File: src/rtl/imm_gen_pipe_if.sv
// imm_gen_pipe_if: handshake bundle for the registered immediate generator.
//   Upstream side : in_valid, in_ready, inscode, in_pc
//   Downstream side: out_valid, out_ready, Immout, out_fmt, out_illegal, out_pc
// The slave modport is the generator; the master modport is the
// fetch/register-read environment around it.
interface imm_gen_pipe_if #(
  parameter int XLEN = 32
) ();
  logic            in_valid;
  logic            in_ready;
  logic [31:0]     inscode;
  logic [XLEN-1:0] in_pc;
  logic            out_valid;
  logic            out_ready;
  logic [XLEN-1:0] Immout;
  logic [2:0]      out_fmt;
  logic            out_illegal;
  logic [XLEN-1:0] out_pc;

  modport master (
    output in_valid, inscode, in_pc, out_ready,
    input  in_ready, out_valid, Immout, out_fmt, out_illegal, out_pc
  );

  modport slave (
    input  in_valid, inscode, in_pc, out_ready,
    output in_ready, out_valid, Immout, out_fmt, out_illegal, out_pc
  );
endinterface

File: src/rtl/imm_gen_pipe.sv
// imm_gen_pipe: decode-stage immediate generator with valid/ready handshake.
// Decodes the RV32I format from inscode[6:0], builds the sign-extended
// immediate, flags unknown opcodes and carries the PC alongside. One output
// register plus a one-entry skid buffer absorb back-pressure without loss.
// Ports:
//   clk         rising-edge clock
//   rst         synchronous active-high reset
//   bus         imm_gen_pipe_if.slave (input and output handshakes)
//   cnt_clr     synchronous clear of illegal_cnt (wins over increment)
//   illegal_cnt saturating count of accepted illegal instructions
module imm_gen_pipe #(
  parameter int XLEN  = 32,
  parameter int CNT_W = 16
) (
  input  logic               clk,
  input  logic               rst,
  imm_gen_pipe_if.slave      bus,
  input  logic               cnt_clr,
  output logic [CNT_W-1:0]   illegal_cnt
);

  localparam logic [2:0] FMT_R    = 3'd0;
  localparam logic [2:0] FMT_I    = 3'd1;
  localparam logic [2:0] FMT_S    = 3'd2;
  localparam logic [2:0] FMT_B    = 3'd3;
  localparam logic [2:0] FMT_U    = 3'd4;
  localparam logic [2:0] FMT_J    = 3'd5;
  localparam logic [2:0] FMT_NONE = 3'd7;

  localparam logic [CNT_W-1:0] CNT_MAX = {CNT_W{1'b1}};

  // Decoded view of the current input word
  logic signed [31:0] imm32_s;
  logic [XLEN-1:0]    imm_s;
  logic [2:0]         fmt_s;
  logic               illegal_s;

  // Handshake
  logic in_ready_s;
  logic accept_s;

  // Output register
  logic            out_valid_r;
  logic [XLEN-1:0] out_imm_r;
  logic [2:0]      out_fmt_r;
  logic            out_ill_r;
  logic [XLEN-1:0] out_pc_r;

  // Skid entry
  logic            skid_valid_r;
  logic [XLEN-1:0] skid_imm_r;
  logic [2:0]      skid_fmt_r;
  logic            skid_ill_r;
  logic [XLEN-1:0] skid_pc_r;

  logic [CNT_W-1:0] cnt_r;

  // Opcode decode and 32-bit sign-extended immediate assembly
  always_comb begin
    imm32_s   = 32'sd0;
    fmt_s     = FMT_NONE;
    illegal_s = 1'b1;
    case (bus.inscode[6:0])
      7'b0000011, 7'b0010011, 7'b1100111, 7'b1110011: begin
        imm32_s   = {{20{bus.inscode[31]}}, bus.inscode[31:20]};
        fmt_s     = FMT_I;
        illegal_s = 1'b0;
      end
      7'b0100011: begin
        imm32_s   = {{20{bus.inscode[31]}}, bus.inscode[31:25], bus.inscode[11:7]};
        fmt_s     = FMT_S;
        illegal_s = 1'b0;
      end
      7'b1100011: begin
        imm32_s   = {{20{bus.inscode[31]}}, bus.inscode[7], bus.inscode[30:25],
                     bus.inscode[11:8], 1'b0};
        fmt_s     = FMT_B;
        illegal_s = 1'b0;
      end
      7'b0110111, 7'b0010111: begin
        imm32_s   = {bus.inscode[31:12], 12'b0};
        fmt_s     = FMT_U;
        illegal_s = 1'b0;
      end
      7'b1101111: begin
        imm32_s   = {{12{bus.inscode[31]}}, bus.inscode[19:12], bus.inscode[20],
                     bus.inscode[30:21], 1'b0};
        fmt_s     = FMT_J;
        illegal_s = 1'b0;
      end
      7'b0110011: begin
        imm32_s   = 32'sd0;
        fmt_s     = FMT_R;
        illegal_s = 1'b0;
      end
      default: begin
        imm32_s   = 32'sd0;
        fmt_s     = FMT_NONE;
        illegal_s = 1'b1;
      end
    endcase
  end

  // Every RV32I immediate already has inscode[31] as its top bit, so a signed
  // widening cast gives the XLEN=64 sign extension (including U-type).
  assign imm_s = XLEN'(imm32_s);

  // Ready is forced low during reset so nothing is accepted then.
  assign in_ready_s = ~skid_valid_r & ~rst;
  assign accept_s   = bus.in_valid & in_ready_s;

  // Output register and skid entry. A skid drain and a new accept are
  // mutually exclusive because in_ready is low while the skid is full.
  always_ff @(posedge clk) begin
    if (rst) begin
      out_valid_r  <= 1'b0;
      out_imm_r    <= '0;
      out_fmt_r    <= FMT_NONE;
      out_ill_r    <= 1'b0;
      out_pc_r     <= '0;
      skid_valid_r <= 1'b0;
      skid_imm_r   <= '0;
      skid_fmt_r   <= FMT_NONE;
      skid_ill_r   <= 1'b0;
      skid_pc_r    <= '0;
    end else begin
      if (!out_valid_r || bus.out_ready) begin
        if (skid_valid_r) begin
          out_valid_r  <= 1'b1;
          out_imm_r    <= skid_imm_r;
          out_fmt_r    <= skid_fmt_r;
          out_ill_r    <= skid_ill_r;
          out_pc_r     <= skid_pc_r;
          skid_valid_r <= 1'b0;
        end else if (accept_s) begin
          out_valid_r <= 1'b1;
          out_imm_r   <= imm_s;
          out_fmt_r   <= fmt_s;
          out_ill_r   <= illegal_s;
          out_pc_r    <= bus.in_pc;
        end else begin
          out_valid_r <= 1'b0;
        end
      end else if (accept_s) begin
        // Output is stalled: park the new entry in the skid.
        skid_valid_r <= 1'b1;
        skid_imm_r   <= imm_s;
        skid_fmt_r   <= fmt_s;
        skid_ill_r   <= illegal_s;
        skid_pc_r    <= bus.in_pc;
      end else begin
        skid_valid_r <= skid_valid_r;
      end
    end
  end

  // Saturating illegal-opcode counter; clear wins over increment
  always_ff @(posedge clk) begin
    if (rst) begin
      cnt_r <= '0;
    end else if (cnt_clr) begin
      cnt_r <= '0;
    end else if (accept_s && illegal_s && (cnt_r != CNT_MAX)) begin
      cnt_r <= cnt_r + {{(CNT_W-1){1'b0}}, 1'b1};
    end else begin
      cnt_r <= cnt_r;
    end
  end

  assign bus.in_ready    = in_ready_s;
  assign bus.out_valid   = out_valid_r;
  assign bus.Immout      = out_imm_r;
  assign bus.out_fmt     = out_fmt_r;
  assign bus.out_illegal = out_ill_r;
  assign bus.out_pc      = out_pc_r;
  assign illegal_cnt     = cnt_r;

endmodule

File: src/flat_wrapper.sv
// flat-port wrapper written by rule: the top's interface ports become plain ports
module imm_gen_pipe_flat 
#(
  parameter int XLEN  = 32,
  parameter int CNT_W = 16
)
  (clk, rst, cnt_clr, illegal_cnt, bus_in_valid, bus_inscode, bus_in_pc, bus_out_ready, bus_in_ready, bus_out_valid, bus_Immout, bus_out_fmt, bus_out_illegal, bus_out_pc);
  imm_gen_pipe_if #(.XLEN(XLEN)) bus_i ();
  input  logic clk;
  input  logic rst;
  input  logic cnt_clr;
  output logic [CNT_W-1:0] illegal_cnt;
  input wire logic [$bits(bus_i.in_valid)-1:0] bus_in_valid;
  input wire logic [$bits(bus_i.inscode)-1:0] bus_inscode;
  input wire logic [$bits(bus_i.in_pc)-1:0] bus_in_pc;
  input wire logic [$bits(bus_i.out_ready)-1:0] bus_out_ready;
  output wire logic [$bits(bus_i.in_ready)-1:0] bus_in_ready;
  output wire logic [$bits(bus_i.out_valid)-1:0] bus_out_valid;
  output wire logic [$bits(bus_i.Immout)-1:0] bus_Immout;
  output wire logic [$bits(bus_i.out_fmt)-1:0] bus_out_fmt;
  output wire logic [$bits(bus_i.out_illegal)-1:0] bus_out_illegal;
  output wire logic [$bits(bus_i.out_pc)-1:0] bus_out_pc;
  assign bus_i.in_valid = bus_in_valid;
  assign bus_i.inscode = bus_inscode;
  assign bus_i.in_pc = bus_in_pc;
  assign bus_i.out_ready = bus_out_ready;
  assign bus_in_ready = bus_i.in_ready;
  assign bus_out_valid = bus_i.out_valid;
  assign bus_Immout = bus_i.Immout;
  assign bus_out_fmt = bus_i.out_fmt;
  assign bus_out_illegal = bus_i.out_illegal;
  assign bus_out_pc = bus_i.out_pc;
  imm_gen_pipe #(.XLEN(XLEN), .CNT_W(CNT_W)) u_core (.clk(clk), .rst(rst), .bus(bus_i), .cnt_clr(cnt_clr), .illegal_cnt(illegal_cnt));
endmodule
File: config.mk
export PLATFORM = sky130hd
export DESIGN_NAME = imm_gen_pipe_flat
export DESIGN_NICKNAME = d
export VERILOG_FILES = /design/src/rtl/imm_gen_pipe_if.sv /design/src/rtl/imm_gen_pipe.sv /design/src/flat_wrapper.sv
export SDC_FILE = /design/constraint.sdc
export NUM_CORES = 1
export LEC_CHECK = 0
export ABC_AREA = 1
export CAP_MARGIN = 20
export CORE_UTILIZATION = 51
export CTS_CLUSTER_DIAMETER = 30
export DETAILED_ROUTE_END_ITERATION = 6
export PLACE_DENSITY = 0.83
export SLEW_MARGIN = 0
export SYNTH_ARGS = -nofsm -noshare
export SYNTH_HDL_FRONTEND = slang
export SYNTH_SLANG_ARGS = --single-unit
File: constraint.sdc
create_clock -name clk -period 1.9 [get_ports clk]
set_clock_uncertainty 0.2 [all_clocks]
set_input_delay 0.285 -clock clk [delete_from_list [all_inputs] [get_ports clk]]
set_output_delay 0.285 -clock clk [all_outputs]
set_load 0.01 [all_outputs]
==> results.md <==
* Clock slew at reported path FFs at ~0.06 ns
* Share of cells above drive strength 1 at 0.107
* CP endpoint: bus_Immout[21]
* Worst EP arrival at 1.37 ns
* CP Class: flip-flop to output pin
* CTS tree: yes
* Post-Syn Instances at 973
* Setup crit start: u_core.bus.Immout[21]
* Slowest stage delay, CP at between 0.5 and 0.6 ns
* Critical Path Slowest Stage Cell: clkdlybuf4s50_1
* First-pass GRT wire length at roughly 31000 microns
* Total grt overflow at 0
* WP data required at approximately 1.4 ns
* Diodes inserted at 0
* Total die area at 13900 sq um
* Stages on worst setup path at 1
* R2R Setup Slk at 0.15 ns
* Fin cells at 1319
* Total I/O pin count at around 160
* Worst-path fanout max at 2
* Post-route DRC at 0
* Vias in the first global route at approximately 6600
* Async SR Flop Fraction at 0
* Slew Viols, Final at 0
* Longest Clk Path Bufs at 2
* Cell area after synthesis at roughly 6900 sq um
* Total power at 8280 uW
* Syn avg cell area at between 7 and 8 sq um
* Core area at 13200 sq um
* Post-synth EDFFs at 0
* CTS Buf Count at 17
* Placer congestion estimate at between 0.9 and 1
* Status: finished, final reports clean
* WL final at between 15000 and 20000 microns
* Lkg Pwr at ~0.0041 uW
* Via density at 5.44
* Max frequency at 0.538 GHz
* Buf/Inv on CP at 1
* VDD IR max at about 0.69 mV
* Input/output buffers at around 150
* Crit path max-delay family: buffers and inverters
* Vias post-DR at 7174
* #FFs+latches synth at 154
* Clk sink count at roughly 150
* Cell Pwr Density at just under 900 nW/um^2
* Die width at 118 microns
* Worst skew pair latency at 0.43 ns
* Post-Place Cells at approximately 1300
* Initial core utilization at 0.521
* CTS Root Buffer Type: clkbuf_16
* Die Span Y at ~120 microns
* Synthesis Warnings at 0
* Hold-fix buffers at CTS at 0
* Slew margin rel. at 0.539
* Total track usage at 0.278
* Antenna violations before repair at 1
* Initial drt markers at 834
* Post-CTS Setup Bufs at 0
* Period utilization at 0.979
* Routed WL per cell at ~14 microns
* Worst reg2reg path startpoint: u_core.illegal_cnt[1]
* Routed Antenna Nets at 0
* Critical Path Sink Type: output pin
* Crit-path cells: clkdlybuf4s50_1
* Largest net degree at the start of global routing at 70
* Cells on worst reg2reg path at 8
* Area growth syn-to-layout at 39.3%
* Total of max-cap violations at 0
* Drt pass-1 iters at 5
* Distinct cells, synth at 31
* H-tree level count at 4
* Slew of the pin with the lowest slew margin at 0.692 ns
* Reg2Reg Capture Point: u_core.illegal_cnt[3]
* Post-synthesis sequential area ratio at 0.449
* Final min period at 1.86 ns
* Most used flip-flop cell after synthesis: dfxtp_1
* Final hold violations at 0
* CP startpoint kind: flip-flop
* Row cnt at 42
* DP Wirelength at 12100 microns
* Setup violators final at 0
* Post-Synthesis Net Count at between 1000 and 1500
* Layout net count at 1200
* HP Class: input pin to flip-flop
## routing by layer
| metal | vias to the layer above | wire length, microns | track usage |
|---|---|---|---|
| li1 | 3532 | - | - |
| met4 | 2 | 375 | 0.0994 |
| met1 | 3273 | 8140 | 0.358 |
| met5 | - | 11 | 0 |
| met3 | 38 | 1470 | 0.0732 |
| met2 | 329 | 8820 | 0.447 |
## cell usage in the layout (no fill, tap or decap), drive strengths merged, types with 25 or more instances in the layout
cell type,synthesis,routed
a21oi,89,89
a31oi,32,32
buf,29,50
clkdlybuf4s50,0,148
dfxtp,154,154
inv,63,63
nand2,194,194
nand3,25,25
nor2,162,162
o21ai,144,144
## timing repair
item,CTS,global route
cloned,0,0
gates resized for setup,14,17
hold endpoints to repair,0,0
endpoints found under the setup margin,14,74
## cell type report
class                   count  area (sq um)
repair buffers            204          2040
clock inverters            11           214
flip-flops and latches    154          3100
multi-input cells         690          3270
fillers                  1025          3620
clock buffers              21           480
inverters                  63           236
well taps                 176           220
## worst min path at each step
stage / start / end / depth (start not counted)
after global placement: u_core.bus.out_fmt[0] / u_core.bus.out_fmt[0] / 2
final: bus_in_pc[25] / u_core.bus.out_pc[25] / 3
after detailed placement: u_core.skid_fmt_r[2] / u_core.skid_fmt_r[2] / 2
after floorplan: bus_in_pc[27] / u_core.skid_pc_r[27] / 2
after global routing: bus_in_pc[3] / u_core.bus.out_pc[3] / 3
after CTS: bus_in_pc[25] / u_core.bus.out_pc[25] / 3
## Yosys cell counts (2+ instances only)
cell type	number	area, sq um
nand2_1	188	706
nor2_1	158	593
dfxtp_1	154	3080
o21ai_0	123	616
a21oi_1	89	445
inv_1	58	218
clkbuf_1	37	139
a31oi_1	32	200
nand3_1	25	125
nand4_1	22	138
o21ai_1	20	100
buf_2	16	80.1
buf_4	6	45.0
o211ai_1	6	45.0
inv_2	5	18.8
buf_1	4	15.0
xor2_1	4	35.0
buf_6	3	33.8
nand2_2	3	18.8
nand2_4	3	33.8
xnor2_1	3	26.3
nor2_2	2	12.5
nor2_4	2	22.5
nor3_1	2	10.0
nor3_4	2	32.5
## stage by stage
step                hold WS [ns]   util  setup WS [ns]  area (sq um)  setup TNS (ns)
global placement           0.251  0.669         -0.350          8820          -28.23
CTS                        0.254  0.722        0.00352          9520               0
global route               0.272  0.725       -0.00555          9570        -0.00555
floorplan                  0.234      -         0.0318          6870               0
detailed placement         0.257  0.669         -0.423          8820          -32.90
finish                     0.258  0.725         0.0404          9570               0
## cells by family after synthesis
kind of cell | after synthesis | synth area share
and+or+nand+nor | 410 | 0.252
AOI/OAI and AO/OA | 272 | 0.208
DFF | 154 | 0.449
buffers and inverters | 129 | 0.0800
xor gates and xnor gates | 7 | 0.00893
adders and majority gates | 1 | 0.00182
## sequential cells by signal (all words and copies together) (netlist names)
name	cells
u_core.skid_imm_r	32
u_core.bus.out_valid	1
u_core.bus.Immout	32
u_core.skid_ill_r	1
u_core.skid_valid_r	1
u_core.bus.out_pc	32
u_core.skid_fmt_r	3
u_core.skid_pc_r	32
u_core.illegal_cnt	16
u_core.bus.out_illegal	1
u_core.bus.out_fmt	3
## where the power goes
group	total, uW	internal, uW	leakage (uW)	switching (uW)
logic	925	482	0.00247	442
registers	3430	3360	0.00126	70.4
clock network	3920	2600	0.000335	1320
Power figures use the tool's default switching activity.
